<file path="src/rtl/ext_mem_pkg.sv">
// Shared types and defaults for the external memory bus arbiter.
// Holds the sequencer state encoding, requester ids and default bus widths.
package ext_mem_pkg;

  localparam int ADDR_W_DEF  = 16;
  localparam int DATA_W_DEF  = 8;
  localparam int TIMEOUT_DEF = 16;
  localparam int TIMER_W     = 8;

  localparam logic REQ_CPU = 1'b0;
  localparam logic REQ_DMA = 1'b1;

  typedef enum logic [1:0] {
    IDLE,
    ACCESS,
    RELEASE
  } state_e;

endpackage

</file>
<file path="src/rtl/rr_arb2.sv">
// Two-way round-robin winner selection with a registered last-grant pointer.
// The winner is combinational; last_grant advances only when a grant is taken.
module rr_arb2
  import ext_mem_pkg::*;
(
  input  logic clk,
  input  logic rst,
  input  logic req0,
  input  logic req1,
  input  logic update,
  output logic valid,
  output logic winner
);

  logic last_grant;

  always_comb begin
    // NOTE: every output gets a default first so no path leaves it unassigned (no latch).
    valid  = req0 | req1;
    winner = REQ_CPU;
    if (req0 && req1) begin
      winner = ~last_grant;
    end else if (req1) begin
      winner = REQ_DMA;
    end
  end

  // Reset points at the DMA side so the CPU wins the first tie.
  always_ff @(posedge clk) begin
    if (rst) begin
      last_grant <= REQ_DMA;
    end else if (update) begin
      last_grant <= winner;
    end
  end

endmodule

</file>
<file path="src/rtl/ext_mem_arbiter.sv">
// Shares one external memory bus between the CPU (M0) and DMA engine (M1).
// One transaction at a time: IDLE -> ACCESS (wait ready or timeout) -> RELEASE.
module ext_mem_arbiter
  import ext_mem_pkg::*;
#(
  parameter int ADDR_W         = ADDR_W_DEF,
  parameter int DATA_W         = DATA_W_DEF,
  parameter int TIMEOUT_CYCLES = TIMEOUT_DEF
) (
  input  logic              clk,
  input  logic              rst,
  input  logic              m0_req,
  input  logic              m0_we,
  input  logic [ADDR_W-1:0] m0_addr,
  input  logic [DATA_W-1:0] m0_wdata,
  output logic [DATA_W-1:0] m0_rdata,
  output logic              m0_ack,
  output logic              m0_err,
  input  logic              m1_req,
  input  logic              m1_we,
  input  logic [ADDR_W-1:0] m1_addr,
  input  logic [DATA_W-1:0] m1_wdata,
  output logic [DATA_W-1:0] m1_rdata,
  output logic              m1_ack,
  output logic              m1_err,
  output logic [ADDR_W-1:0] mem_addr,
  output logic [DATA_W-1:0] mem_wdata,
  input  logic [DATA_W-1:0] mem_rdata,
  output logic              mem_read,
  output logic              mem_write,
  output logic              mem_cs,
  input  logic              mem_ready,
  output logic              busy,
  output logic              grant_id
);

  localparam logic [TIMER_W-1:0] TIMER_LAST = TIMER_W'(TIMEOUT_CYCLES - 1);

  state_e             state;
  logic [TIMER_W-1:0] timer;
  logic               cur_we;
  logic               arb_valid;
  logic               arb_winner;
  logic               arb_take;
  logic [DATA_W-1:0]  done_rdata;

  assign arb_take   = (state == IDLE) && arb_valid;
  // Timeout without ready returns all ones to the reader.
  assign done_rdata = mem_ready ? mem_rdata : {DATA_W{1'b1}};

  rr_arb2 u_arb (
    .clk    (clk),
    .rst    (rst),
    .req0   (m0_req),
    .req1   (m1_req),
    .update (arb_take),
    .valid  (arb_valid),
    .winner (arb_winner)
  );

  always_ff @(posedge clk) begin
    if (rst) begin
      state     <= IDLE;
      timer     <= '0;
      cur_we    <= 1'b0;
      mem_cs    <= 1'b0;
      mem_read  <= 1'b0;
      mem_write <= 1'b0;
      mem_addr  <= '0;
      mem_wdata <= '0;
      m0_rdata  <= '0;
      m1_rdata  <= '0;
      m0_ack    <= 1'b0;
      m1_ack    <= 1'b0;
      m0_err    <= 1'b0;
      m1_err    <= 1'b0;
      busy      <= 1'b0;
      grant_id  <= REQ_CPU;
    end else begin
      // NOTE: sequential state uses non-blocking assignments; acks default low so each is a single-cycle pulse.
      m0_ack <= 1'b0;
      m1_ack <= 1'b0;
      case (state)
        IDLE: begin
          if (arb_valid) begin
            state    <= ACCESS;
            timer    <= '0;
            busy     <= 1'b1;
            mem_cs   <= 1'b1;
            grant_id <= arb_winner;
            if (arb_winner == REQ_DMA) begin
              mem_addr  <= m1_addr;
              mem_wdata <= m1_wdata;
              cur_we    <= m1_we;
              mem_read  <= ~m1_we;
              mem_write <= m1_we;
            end else begin
              mem_addr  <= m0_addr;
              mem_wdata <= m0_wdata;
              cur_we    <= m0_we;
              mem_read  <= ~m0_we;
              mem_write <= m0_we;
            end
          end
        end
        ACCESS: begin
          // Ready takes priority over a coincident timeout.
          if (mem_ready || (timer == TIMER_LAST)) begin
            state     <= RELEASE;
            mem_cs    <= 1'b0;
            mem_read  <= 1'b0;
            mem_write <= 1'b0;
            if (grant_id == REQ_DMA) begin
              m1_ack <= 1'b1;
              m1_err <= ~mem_ready;
              if (!cur_we) m1_rdata <= done_rdata;
            end else begin
              m0_ack <= 1'b1;
              m0_err <= ~mem_ready;
              if (!cur_we) m0_rdata <= done_rdata;
            end
          end else begin
            timer <= timer + 1'b1;
          end
        end
        RELEASE: begin
          state  <= IDLE;
          busy   <= 1'b0;
          m0_err <= 1'b0;
          m1_err <= 1'b0;
        end
        default: state <= IDLE;
      endcase
    end
  end

endmodule

</file>
<file path="config.mk">
export PLATFORM = sky130hd
export DESIGN_NAME = ext_mem_arbiter
export DESIGN_NICKNAME = d
export VERILOG_FILES = /design/src/rtl/ext_mem_pkg.sv /design/src/rtl/rr_arb2.sv /design/src/rtl/ext_mem_arbiter.sv
export SDC_FILE = /design/constraint.sdc
export NUM_CORES = 1
export LEC_CHECK = 0
export ABC_AREA = 1
export CAP_MARGIN = 20
export CORE_MARGIN = 5
export CORE_UTILIZATION = 40
export CTS_CLUSTER_SIZE = 10
export DETAILED_ROUTE_END_ITERATION = 16
export PLACE_DENSITY = 0.8
export SLEW_MARGIN = 20
export SYNTH_ARGS = -nofsm -noshare
export SYNTH_HDL_FRONTEND = slang
export SYNTH_SLANG_ARGS = --single-unit
</file>
<file path="constraint.sdc">
create_clock -name clk -period 3.6 [get_ports clk]
set_input_delay 0.72 -clock clk [delete_from_list [all_inputs] [get_ports clk]]
set_output_delay 0.72 -clock clk [all_outputs]
set_load 0.01 [all_outputs]
</file>
Word-level counts from Yosys, hierarchy flattened

Cells that the tools add are included.

Register bits: 61
Bits of input ports: 63
Output and inout bits: 49
Logic and storage cells: 81

Add/sub/neg operators: 1
Equality and inequality tests: 8
Muxes and demuxes: 29
Bitwise gates (word level): 9
Reductions and logical operators: 17

Operator list:

| operator                                                               | number |
|---|---|
| 8-bit 2-to-1 mux                                                       | 4 |
| 16-bit 2-to-1 mux                                                      | 1 |
| 8-bit one-hot mux with 2 select lines                                  | 1 |
| 1-bit 2-to-1 mux                                                       | 14 |
| 1-bit one-hot mux with 2 select lines                                  | 6 |
| 3-bit AND reduction                                                    | 4 |
| 2-bit != test (second input constant)                                  | 5 |
| 8-bit by 1-bit adder with 8-bit output (second input constant)         | 1 |
| 8-bit by 4-bit equality test with 1-bit output (second input constant) | 1 |
| 1-bit NOT                                                              | 8 |
| 4-bit AND reduction                                                    | 2 |
| 2-bit AND reduction                                                    | 3 |
| 2-bit nonzero test                                                     | 3 |
| 2-bit 2-to-1 mux                                                       | 2 |
| 2-bit one-hot mux with 2 select lines                                  | 1 |
| 3-bit OR reduction                                                     | 1 |
| 2-bit by 1-bit equality test with 1-bit output (second input constant) | 1 |
| 2-bit equality test (second input constant)                            | 1 |
| 1-bit logical AND                                                      | 2 |
| 2-bit zero test                                                        | 1 |
| 1-bit logical OR                                                       | 1 |
| 1-bit OR                                                               | 1 |

Longest topological paths before layout

Depth in word-level cells: 5
Gate-level depth with buffers: 9
Gate-level depth less buffers: 9

By module

A second synthesis with hierarchy kept.

Cell total of the unflattened synthesis: 378
Area total of the unflattened synthesis: 2723.9 µm²

By module, submodules not included:

| module          | times used | cells each | area an instance (µm²) |
|---|---|---|---|
| ext_mem_arbiter | 1          | 370        | 2668.8 |
| rr_arb2         | 1          | 8          | 55.1 |

Worst setup path after synthesis

No wires, ideal clock.

Kind: input-to-reg
From: in m0_req
To: reg mem_write
Library setup time: 0.132 ns
Arrival time: 1.397 ns
Required time: 3.468 ns
Setup slack: 2.071 ns
Stages: 5
Path buffers: 0
Cell sequence: nand2_1 nand2_1 or2_2 o211ai_1 a21oi_1

Longest elaborated chain between the ends: 5

RTL lines:

| item                                  | RTL line               | source |
|---|---|---|
| start, declared                       | ext_mem_arbiter.sv:12  | `input logic m0_req,` |
| 1-bit logical AND                     | rr_arb2.sv:21          | `if (req0 && req1) begin` |
| 1-bit 2-to-1 mux                      | rr_arb2.sv:21          |  |
| 1-bit 2-to-1 mux                      | ext_mem_arbiter.sv:91  | `if (arb_winner == REQ_DMA) begin` |
| 1-bit 2-to-1 mux                      | ext_mem_arbiter.sv:85  | `if (arb_valid) begin` |
| 1-bit one-hot mux with 2 select lines | ext_mem_arbiter.sv:83  | `case (state)` |
| end signal, assigned                  | ext_mem_arbiter.sv:96  | `mem_write <= m1_we;` |
| end signal, assigned                  | ext_mem_arbiter.sv:102 | `mem_write <= m0_we;` |
| end, declared                         | ext_mem_arbiter.sv:30  | `output logic mem_write,` |

Parallel ways exist; a longest one is shown, timed or not. The select of a mux whose other input is x is not followed.
A chain may end at the register's enable or synchronous reset.

Worst setup path after layout

From: in m1_req
To: reg mem_write

Longest elaborated chain between the ends: 5

RTL lines:

| item                                                         | RTL line                     | source |
|---|---|---|
| start, declared                                              | ext_mem_arbiter.sv:19        | `input logic m1_req,` |
| 1-bit 2-to-1 mux / 1-bit logical AND (equally long branches) | rr_arb2.sv:23, rr_arb2.sv:21 |  |
| 1-bit 2-to-1 mux                                             | rr_arb2.sv:21                |  |
| 1-bit 2-to-1 mux                                             | ext_mem_arbiter.sv:91        |  |
| 1-bit 2-to-1 mux                                             | ext_mem_arbiter.sv:85        |  |
| 1-bit one-hot mux with 2 select lines                        | ext_mem_arbiter.sv:83        |  |

Parallel ways exist; a longest one is shown, timed or not. The select of a mux whose other input is x is not followed.

==> impl_metrics.ini <==
[pwr]
power_density_nw_per_um2 = 433
vdd_drop_max_mv = 0.225
p_leak_nw = 1.57

[critical_path]
reg2reg_to = mem_write$_SDFFE_PP0P_
ff2ff_setup_slack_ns = 1.60
required_ns = 3.84
end_kind = flip-flop
crit_chain = clkdlybuf4s50_1 > o211ai_2 > inv_2 > o211ai_1 > a21oi_1
r2r-start = timer[0]$_SDFFE_PP0P_
worst_path_largest_cell_delay_ns = 0.60
rr_worst_depth = 6
path_max_fanout = 51
critical_path_class = in2reg
crit_family = buffers and inverters
critPathArrivalTime_ns = 2.54
setup.worst_path.start_class = primary input
worst_path_max_delay_cell = inv_2
critPathBufInv = 2

[synthesis]
yosysUniqueCellTypes = 28
postSynthAreaPerCell_um2 = 7.26
synth_nets = 432
synth_area_um2 = 2670
syn_inst = 368
ys_warn_count = 0
ys_seq_area_share_pct = 45.7
ys_seq_elements = 61

[grt]
grt_use_total_pct = 18.3
grt_antenna_before_repair = 0
grt_pass1_vias = 2701
grt_max_degree = 52
grt_overflow = 0
grt_first_pass_wirelength_um = 12500

[final_layout]
seqCellArea_um2 = 1220
n_fill_cell = 607
area_delta_synth_final_pct = 48.7
finalNetCount = 536
final_common_cell = clkdlybuf4s50_1
layout_common_cells = clkdlybuf4s50_1 (111), nand2_1 (96), dfxtp_1 (61)
diodes = 0
layout-drive-gt1-share_pct = 5.89
multi_input_area_um2 = 1270

[floorplanning]
coreArea_um2 = 6420
ioPinCount = 112
rows = 29
die_w_um = 91.7
dieArea_um2 = 8420
fp.dieH_um = 91.7
start_util_pct = 41.6

[sta]
worst_slack_ns = 1.30
maxSlewHeadroom_pct = 51.0
min_period_over_period_pct = 63.9
setup_viol = 0
tns_ns = 0
hold_ws_ns = 0.467
finalHoldViolations = 0
rsz0062_at_grt = false
fmaxAchievable_mhz = 435
maxSlewViolCount = 0
tightest_slew_ns = 0.733
skew_ns = 0.00447
fin_crit_ns = 2.30

[drt]
vias = 2785
drt_first_pass_iters = 4
drt-total-wl_um = 7770
highest_layer = met4
met2_length_um = 3510
m1WireLength_um = 3240
postRouteAntennaNets = 0
drc_errors = 0
drt_iter0_drc = 150
wl_met3_um = 945
vias_per_cell = 5.05
wl_per_cell_um = 14.1

[cts]
hold_buffers = 0
clk_pin_slew_ns = 0.06
post_cts_buffers = 0
cts_root_buf = clkbuf_8
cts_buffers = 9
h-tree-depth = 3
clk_path_buf_depth = 2
clock_latency_ns = 0.33
cts_tree = done
clkSinkCount = 61
ctsResizeCount = 0

[run_status]
outcome = completed

[placement]
gp_congestion = 0.868
preCtsSetupSlack_ns = 0.977
dpl.hpwl_um = 5730
port_buffers = 111

[min_path]
whs_path_depth = 2
min-delay-start = mem_cs$_SDFFE_PP0P_
min_to = mem_cs$_SDFFE_PP0P_
hp-class = reg2reg

[job]
drv_cap = 0
==> worst min-delay path, cell delays in order (launching register included) <==
cell	delay, ns
dfxtp_1	0.31
nand2_1	0.06
a21oi_1	0.05
==> where the power goes <==
| group | switching [mW] | total (mW) | internal, mW | leakage, nW |
|---|---|---|---|---|
| sequential | 0.0350 | 0.767 | 0.732 | 0.502 |
| clock | 0.242 | 0.572 | 0.330 | 0.0923 |
| combinational | 0.188 | 0.382 | 0.195 | 0.971 |
| total | 0.464 | 1.72 | 1.26 | 1.57 |
==> final cells by class <==
type | instances | area share (%)
Clock buffer | 12 | 3.65
Clock inverter | 2 | 0.882
Inverter | 19 | 1.79
Multi-Input combinational cell | 267 | 32.0
Sequential cell | 61 | 30.7
Tap cell | 77 | 2.42
Timing Repair Buffer | 114 | 28.5
==> metrics by stage <==
step	util [%]	instances	power [mW]	area (µm²)
finish	61.9	552	1.72	3970
global route	61.9	552	1.80	3970
CTS	61.9	552	1.73	3970
detailed placement	59.1	538	1.16	3790
global placement	59.1	538	1.16	3790
floorplan	-	368	0.962	2670
==> synth_stat cells <==
cell,count,area share (%)
nand2_1,96,13
dfxtp_1,61,46
nor2_1,46,6.5
nand3_1,30,5.6
a21oi_1,28,5.2
o21ai_0,28,5.2
a31oi_1,24,5.6
inv_1,13,1.8
clkbuf_1,8,1.1
buf_2,6,1.1
inv_2,5,0.70
buf_4,4,1.1
buf_1,2,0.28
nor3b_1,2,0.56
o211ai_1,2,0.56
buf_6,1,0.42
clkinv_1,1,0.14
ha_1,1,0.47
nand2_2,1,0.23
nand3_2,1,0.37
nor2_4,1,0.42
nor2_8,1,0.75
nor3_1,1,0.19
nor3_4,1,0.61
o211ai_2,1,0.47
o21bai_4,1,0.70
or2_2,1,0.23
xor2_1,1,0.33
==> kinds of logic after synthesis <==
family                     count (synthesis)  share of synthesized area [%]
AOI/OAI and AO/OA                         84                           17.8
adders and majority gates                  1                          0.468
buffers and inverters                     40                           6.74
DFF                                       61                           45.7
and+or+nand+nor                          181                           28.9
xor gates and xnor gates                   1                          0.328
==> worst max path at each step <==
| stage | startpoint | end | cells after the start |
|---|---|---|---|
| CTS | m1_req | mem_write$_SDFFE_PP0P_ | 5 |
| global route | m1_req | mem_write$_SDFFE_PP0P_ | 5 |
| finish | m1_req | mem_write$_SDFFE_PP0P_ | 5 |
| floorplan | m0_req | mem_write$_SDFFE_PP0P_ | 5 |
| global placement | m1_req | mem_read$_SDFFE_PP0P_ | 6 |
| detailed placement | m1_req | mem_wdata[1]$_SDFFE_PP0P_ | 5 |
==> per-layer routing <==
layer	track usage [%]	up-vias
met5	0	-
met4	7.43	0
met3	8.35	7
met2	29.2	132
met1	21.5	1214
li1	-	1432
==> sequential cells by signal, indices dropped and copies added (netlist names) <==
register and cells:
busy 1, cur_we 1, grant_id 1, m0_ack 1
m0_err 1, m0_rdata 8, m1_ack 1, m1_err 1
m1_rdata 8, mem_addr 16, mem_cs 1, mem_read 1
mem_wdata 8, mem_write 1, state 2, timer 8
u_arb.last_grant 1
Power figures use the tool's default switching activity.
